===== src/rtl/instr_fetch_unit.sv =====
// Instruction fetch front end: owns the PC, fetches over req/valid, issues over valid/ready.
// One word per two cycles at best; stalls indefinitely on slow memory or a busy control unit.
module instr_fetch_unit #(
    parameter int                  PC_WIDTH    = 8,
    parameter logic [PC_WIDTH-1:0] RESET_PC    = '0,
    parameter logic [3:0]          HALT_OPCODE = 4'hF
) (
    input  logic                clk,
    input  logic                rst_n,
    output logic                mem_req,
    output logic [PC_WIDTH-1:0] mem_addr,
    input  logic [15:0]         mem_rdata,
    input  logic                mem_valid,
    output logic [15:0]         instruction,
    output logic                instr_valid,
    input  logic                instr_ready,
    input  logic                pc_jump,
    input  logic                pc_branch,
    input  logic [PC_WIDTH-1:0] branch_target,
    output logic [PC_WIDTH-1:0] pc,
    output logic                halted,
    output logic [15:0]         issue_count
);

    typedef enum logic [1:0] {
        S_IDLE,
        S_FETCH,
        S_ISSUE,
        S_HALTED
    } state_t;

    state_t              r_state;
    state_t              w_state_nxt;
    logic [PC_WIDTH-1:0] r_pc;
    logic [PC_WIDTH-1:0] w_pc_nxt;
    logic [15:0]         r_instr;
    logic [15:0]         w_instr_nxt;
    logic [15:0]         r_issue_cnt;
    logic [15:0]         w_issue_cnt_nxt;
    logic                w_handshake;

    assign w_handshake = (r_state == S_ISSUE) && instr_ready;

    always_ff @(posedge clk) begin
        if (!rst_n) begin
            r_state     <= S_IDLE;
            r_pc        <= RESET_PC;
            r_instr     <= 16'h0000;
            r_issue_cnt <= 16'h0000;
        end else begin
            r_state     <= w_state_nxt;
            r_pc        <= w_pc_nxt;
            r_instr     <= w_instr_nxt;
            r_issue_cnt <= w_issue_cnt_nxt;
        end
    end

    always_comb begin
        w_state_nxt     = r_state;
        w_pc_nxt        = r_pc;
        w_instr_nxt     = r_instr;
        w_issue_cnt_nxt = r_issue_cnt;
        case (r_state)
            S_IDLE: begin
                w_state_nxt = S_FETCH;
            end
            S_FETCH: begin
                if (mem_valid) begin
                    w_instr_nxt = mem_rdata;
                    w_state_nxt = S_ISSUE;
                end
            end
            S_ISSUE: begin
                if (w_handshake) begin
                    w_issue_cnt_nxt = r_issue_cnt + 16'd1;
                    // HALT wins over any redirect the control unit may present.
                    if (r_instr[15:12] == HALT_OPCODE) begin
                        w_state_nxt = S_HALTED;
                    end else if (pc_jump || pc_branch) begin
                        w_pc_nxt    = branch_target;
                        w_state_nxt = S_FETCH;
                    end else begin
                        w_pc_nxt    = r_pc + {{(PC_WIDTH-1){1'b0}}, 1'b1};
                        w_state_nxt = S_FETCH;
                    end
                end
            end
            S_HALTED: begin
                w_state_nxt = S_HALTED;
            end
            default: begin
                w_state_nxt = S_IDLE;
            end
        endcase
    end

    assign mem_req     = (r_state == S_FETCH);
    assign mem_addr    = r_pc;
    assign pc          = r_pc;
    assign instruction = r_instr;
    assign instr_valid = (r_state == S_ISSUE);
    assign halted      = (r_state == S_HALTED);
    assign issue_count = r_issue_cnt;

endmodule


===== config.mk =====
export PLATFORM = sky130hd
export DESIGN_NAME = instr_fetch_unit
export DESIGN_NICKNAME = d
export VERILOG_FILES = /design/src/rtl/instr_fetch_unit.sv
export SDC_FILE = /design/constraint.sdc
export NUM_CORES = 1
export LEC_CHECK = 0
export CAP_MARGIN = 0
export CORE_UTILIZATION = 35
export CTS_CLUSTER_SIZE = 40
export DETAILED_ROUTE_END_ITERATION = 10
export PLACE_DENSITY = 0.68
export SKIP_CTS_REPAIR_TIMING = 1
export SLEW_MARGIN = 25
export SYNTH_ARGS = -nofsm -noshare
export SYNTH_HDL_FRONTEND = slang
export SYNTH_SLANG_ARGS = --single-unit

===== constraint.sdc =====
create_clock -name clk -period 2.5 [get_ports clk]
set_input_delay 0.375 -clock clk [delete_from_list [all_inputs] [get_ports clk]]
set_output_delay 0.375 -clock clk [all_outputs]
set_load 0.005 [all_outputs]

# Yosys cells after proc, flatten, opt, wreduce, memory -nomap -nowiden
# Cells that the tools add are included.
# totals
output_inout_bits,51
ram_bits,0
rom_bits,0
reg_bits,42
memories,0
latchBits,0
word_cells,25
in_bits,30
# op_classes
n_reduce_logical,7
n_shift,0
n_addsub,2
div_mod_pow,0
mul,0
n_eq_ne,6
mux,5
bitwise_logic,1
magnitude_cmp,0
# ops
operator,count
$add A16 B1 Y16 const B,1
$add A8 B1 Y8 const B,1
$mux W8,1
$pmux W2 S4,1
$mux W2,3
$reduce_and A2 Y1,3
$eq A2 B2 Y1 const B,2
$eq A4 B4 Y1 const B,1
$ne A2 B1 Y1 const B,2
$reduce_and A3 Y1,1
$eq A2 B1 Y1 const B,1
$logic_not A2 Y1,1
$logic_and A1 B1 Y1,1
$logic_or A1 B1 Y1,1
$not A1 Y1,1

# Longest topological paths before layout
# logic_depth
word_depth,4
mapped_depth,6
mapped_depth_nobuf,5

# Least setup slack after synthesis
# Ideal clock, no wire load.
# synth_timing
kind,register to register
startpoint,"reg r_issue_cnt[2], in the netlist issue_count[2]"
endpoint,"reg r_issue_cnt[14], in the netlist issue_count[14]"
arrival_ps,1283
path_slack_ps,1146
n_path_buf,0
path_stages_with_launch,5
setup_ps,70
synth_period_minus_slack_ps,1354
required_time_ps,2430
cell_sequence,dfxtp_1 > and4_1 > nand4_2 > or3_1 > a21oi_1
# synth_between
elab_chain_cells,1
# synth_rtl
item,line_no,source
start: declaration,38,logic [15:0] r_issue_cnt;
start signal: assignment,54,r_issue_cnt <= w_issue_cnt_nxt;
$add A16 B1 Y16,75,w_issue_cnt_nxt = r_issue_cnt + 16'd1;
# Every way passes these cells.
# A chain may end at the register's enable or synchronous reset.

# Worst setup path in the final report
# layout_timing
startpoint,reg r_state[1]
endpoint,out instr_valid
# layout_between
elab_chain_cells,1
# layout_rtl
item,line_no,source
start: declaration,32,state_t r_state;
start signal: assignment,51,r_state <= w_state_nxt;
$eq A2 B2 Y1,101,assign instr_valid = (r_state == S_ISSUE);
end: declaration,15,"output logic instr_valid,"
# Every way passes these cells.

==> results.md <==
- Seq pwr share: 0.461
- DR iter-0 viols: 104
- I/O Buffers: 80
- Pre-CTS WS: 0.453 ns
- Max-slew headroom: 0.683
- CTS Buffer Depth: 2
- # nets final: between 300 and 400
- Syn_nets: approximately 270
- Period Utilization, post-route: 0.728
- Final Max Tran Viols: 0
- Largest fanout on the critical path: 7
- Hold-critical path depth: 2
- Top cells by area, synth: dfxtp_1 44%, nand2_1 9.4%, a21oi_1 6.8%
- Fin. Hold Viols: 0
- CTS tree: done
- Ant diodes: 0
- Number of flops mapped to enable cells by yosys: 0
- DR DRC count: 0
- Hold path endpoint: instruction[1]$_SDFFE_PN0P_
- Gpl congestion: ~0.77
- Xor/xnor share of the synthesized area: 0.0409
- Setup TNS: 0 ns
- Placed cell count: 371
- Synth unique cells: between 40 and 50
- Post-synthesis mux area share: 0.00519
- Cell taking the most area after synthesis: dfxtp_1
- Vias per inst: approximately 4.9
- FMAX: approximately 550 MHz
- Clock-pin slew on the worst setup and hold paths: about 0.070 ns
- Sinks on Clock Net: 42
- Synth Instances: between 200 and 250
- Core ar.: roughly 5200 um2
- Worst setup EP type: primary output
- Worst slew pin tran: about 0.48 ns
- Setup Skew: between 0.009 and 0.01 ns
- First-pass GRT wire length: 7.68 mm
- Final min period: 1.82 ns
- Beginning of the worst hold path: instruction[1]$_SDFFE_PN0P_
- Cell Area, Synth: between 1500 and 2000 um2
- Layout cells sized above 1: 0.0550
- Main combinational cell family by area after synthesis: simple AND/OR/NAND/NOR gates
- Layout Area Growth over Synthesis: 49.0%
- Ys flop type: dfxtp_1
- Fin worst setup slack: approximately 0.68 ns
- CTS Buf Count: 5
- Post-synthesis compound-gate area fraction: 0.157
- YS warnings: 0
- Row cnt: 26
- Detail Placement HPWL: ~3.5 mm
- Post-Layout Cell Count: 379
- Layout fillers: around 500
- Adder-cell share of the synthesized area: 0.0130
- Met1 Use GR: 0.203
- Internal Power: around 1.2 mW
- Status: finished clean
- Arr. time, crit path: roughly 1.5 ns
- Crit start category: flip-flop
- Die Area: 5810 um2
- Static leakage: about 1.0 nW
- CTS root buf: clkbuf_8
- Vias in the first global route: approximately 1700
- Routed WL: approximately 4.7 mm
- Hold Slack: 0.457 ns
- Clock power share: 0.431
- Initial Util: 0.370
- Simple-Gate Fraction of Synth Area: 0.277
- Reg-to-reg setup timing slack: a little under 0.9 ns
- GRT Overall Usage: 0.163
- GR Util met3: 0.0467
- Die height: 76.2 um
- Grt met2 use: 0.266
- Yosys reg bits: 42
- Worst R2R Path Depth: 5
- Switching power: 0.311 mW
- Synth async-reset ratio: 0
- Die Wd: 76.2 um
- Final setup viols: 0
- RSZ-0062 raised after global routing: false
- Clock Latency Late Sink: 0.29 ns
- Largest net degree at the start of global routing: 18
- Initial antenna violation count: 0
- Top-area cell type share of the netlist area: 0.436
- Total congestion overflow: 0
- Req. time, crit path: about 2.1 ns
- Seq/Total Area, Yosys: 0.436
- # IOs: just over 80
- Setup Crit Path Kind: reg -> out
- TritonRoute pass-1 iters: 4
- Logic pwr share: 0.108
- Reg2reg start: r_state[1]$_SDFFE_PN0P_
- Power per cell area: approximately 530 nW/um2
- Number of routed nets with antenna violations: 0
- FF-to-FF End: mem_addr[4]$_SDFFE_PN0P_
- Switch share: 0.204
- Hold/Removal Path Class: reg -> reg
- Clock H-tree levels: 2
- Synthesized area per cell: approximately 8.1 um2
- VDD IR max: between 0.3 and 0.4 mV
- GRT busiest layer: met2
- Avg WL per Cell: ~12 um
- Via count: 1846
- Max-cap viol count: 0
[synth_stat cells (all sizes together) (2+ instances only)]
master and n:
nand4 7, xnor2 3, o31ai 2, or2 4, xor2 6, inv 5, and2 6, or3 6
nor2 15, nand2 48, dfxtp 42, clkbuf 7, a21oi 26, o21ai 12, buf 13, nor2b 3
ha 2, nand3 7, and4 4, and3 2
[per-layer routing]
layer	part of all wire	routed length, um
met5	0	0
met4	0.014	64
met1	0.46	2170
met2	0.46	2130
met3	0.065	304
[final cells by class]
cell class	count	area [um2]	area share
clock buffer	6	82.6	0.0288
clock inverter	2	60.1	0.0209
inverter	5	18.8	0.00654
multi-input combinational	170	950	0.331
sequential	42	841	0.293
tap	70	87.6	0.0305
timing repair buffer	84	831	0.289
[power groups by stage]
stage / registers [mW] / clock network, mW / logic, mW
6_report: 0.702 / 0.656 / 0.164
5_1_grt: 0.706 / 0.697 / 0.180
4_1_cts: 0.703 / 0.673 / 0.166
3_5_place_dp: 0.718 / 0 / 0.166
3_3_place_gp: 0.719 / 0 / 0.165
2_1_floorplan: 0.717 / 0 / 0.0665
[per-stage QoR]
step	area, um2	power, mW	util
6_report	2870	1.52	0.551
3_5_place_dp	2730	0.884	0.524
4_1_cts	2870	1.54	0.551
3_3_place_gp	2730	0.884	0.524
5_1_grt	2870	1.58	0.551
2_1_floorplan	1930	0.783	-
[flip-flops by register name, summed over array words and instances (netlist names)]
| signal | cells |
|---|---|
| instruction | 16 |
| r_state | 2 |
| mem_addr | 8 |
| issue_count | 16 |
[worst max-delay path: stages, from the launching register on]
cell and delay, ns:
dfxtp_1 0.42, nor2b_1 0.20, clkdlybuf4s50_1 0.54
[cell families (layout without fill, tap and decap cells)]
| kind of cell | count (synthesis) | count (layout) |
|---|---|---|
| compound gates | 52 | 52 |
| xor+xnor | 9 | 9 |
| fa+ha+maj | 2 | 2 |
| buf+inv | 25 | 97 |
| flops | 42 | 42 |
| mux | 1 | 1 |
| simple gates | 106 | 106 |
[layout by cell type, fill, tap and decap left out, drive strengths merged, types with 6 or more instances in the layout]
master and n:
clkdlybuf4s50 80, nand2 48, dfxtp 42, a21oi 26, nor2 15, o21ai 12, nand3 7, nand4 7
and2 6, xor2 6, or3 6, clkbuf 6
[worst max path at each step]
stage / slack, ns / start / cells past startpoint / endpoint
final: 0.68 / r_state[1]$_SDFFE_PN0P_ / 2 / instr_valid
after global routing: 0.58 / r_state[1]$_SDFFE_PN0P_ / 2 / instr_valid
after CTS: 0.66 / r_state[0]$_SDFFE_PN0P_ / 2 / mem_req
after detailed placement: 0.45 / instr_ready / 6 / mem_addr[4]$_SDFFE_PN0P_
after global placement: 0.49 / instr_ready / 6 / mem_addr[4]$_SDFFE_PN0P_
after floorplan: 1.15 / issue_count[2]$_SDFFE_PN0P_ / 4 / issue_count[14]$_SDFFE_PN0P_
(Power assumes the default switching activity.)
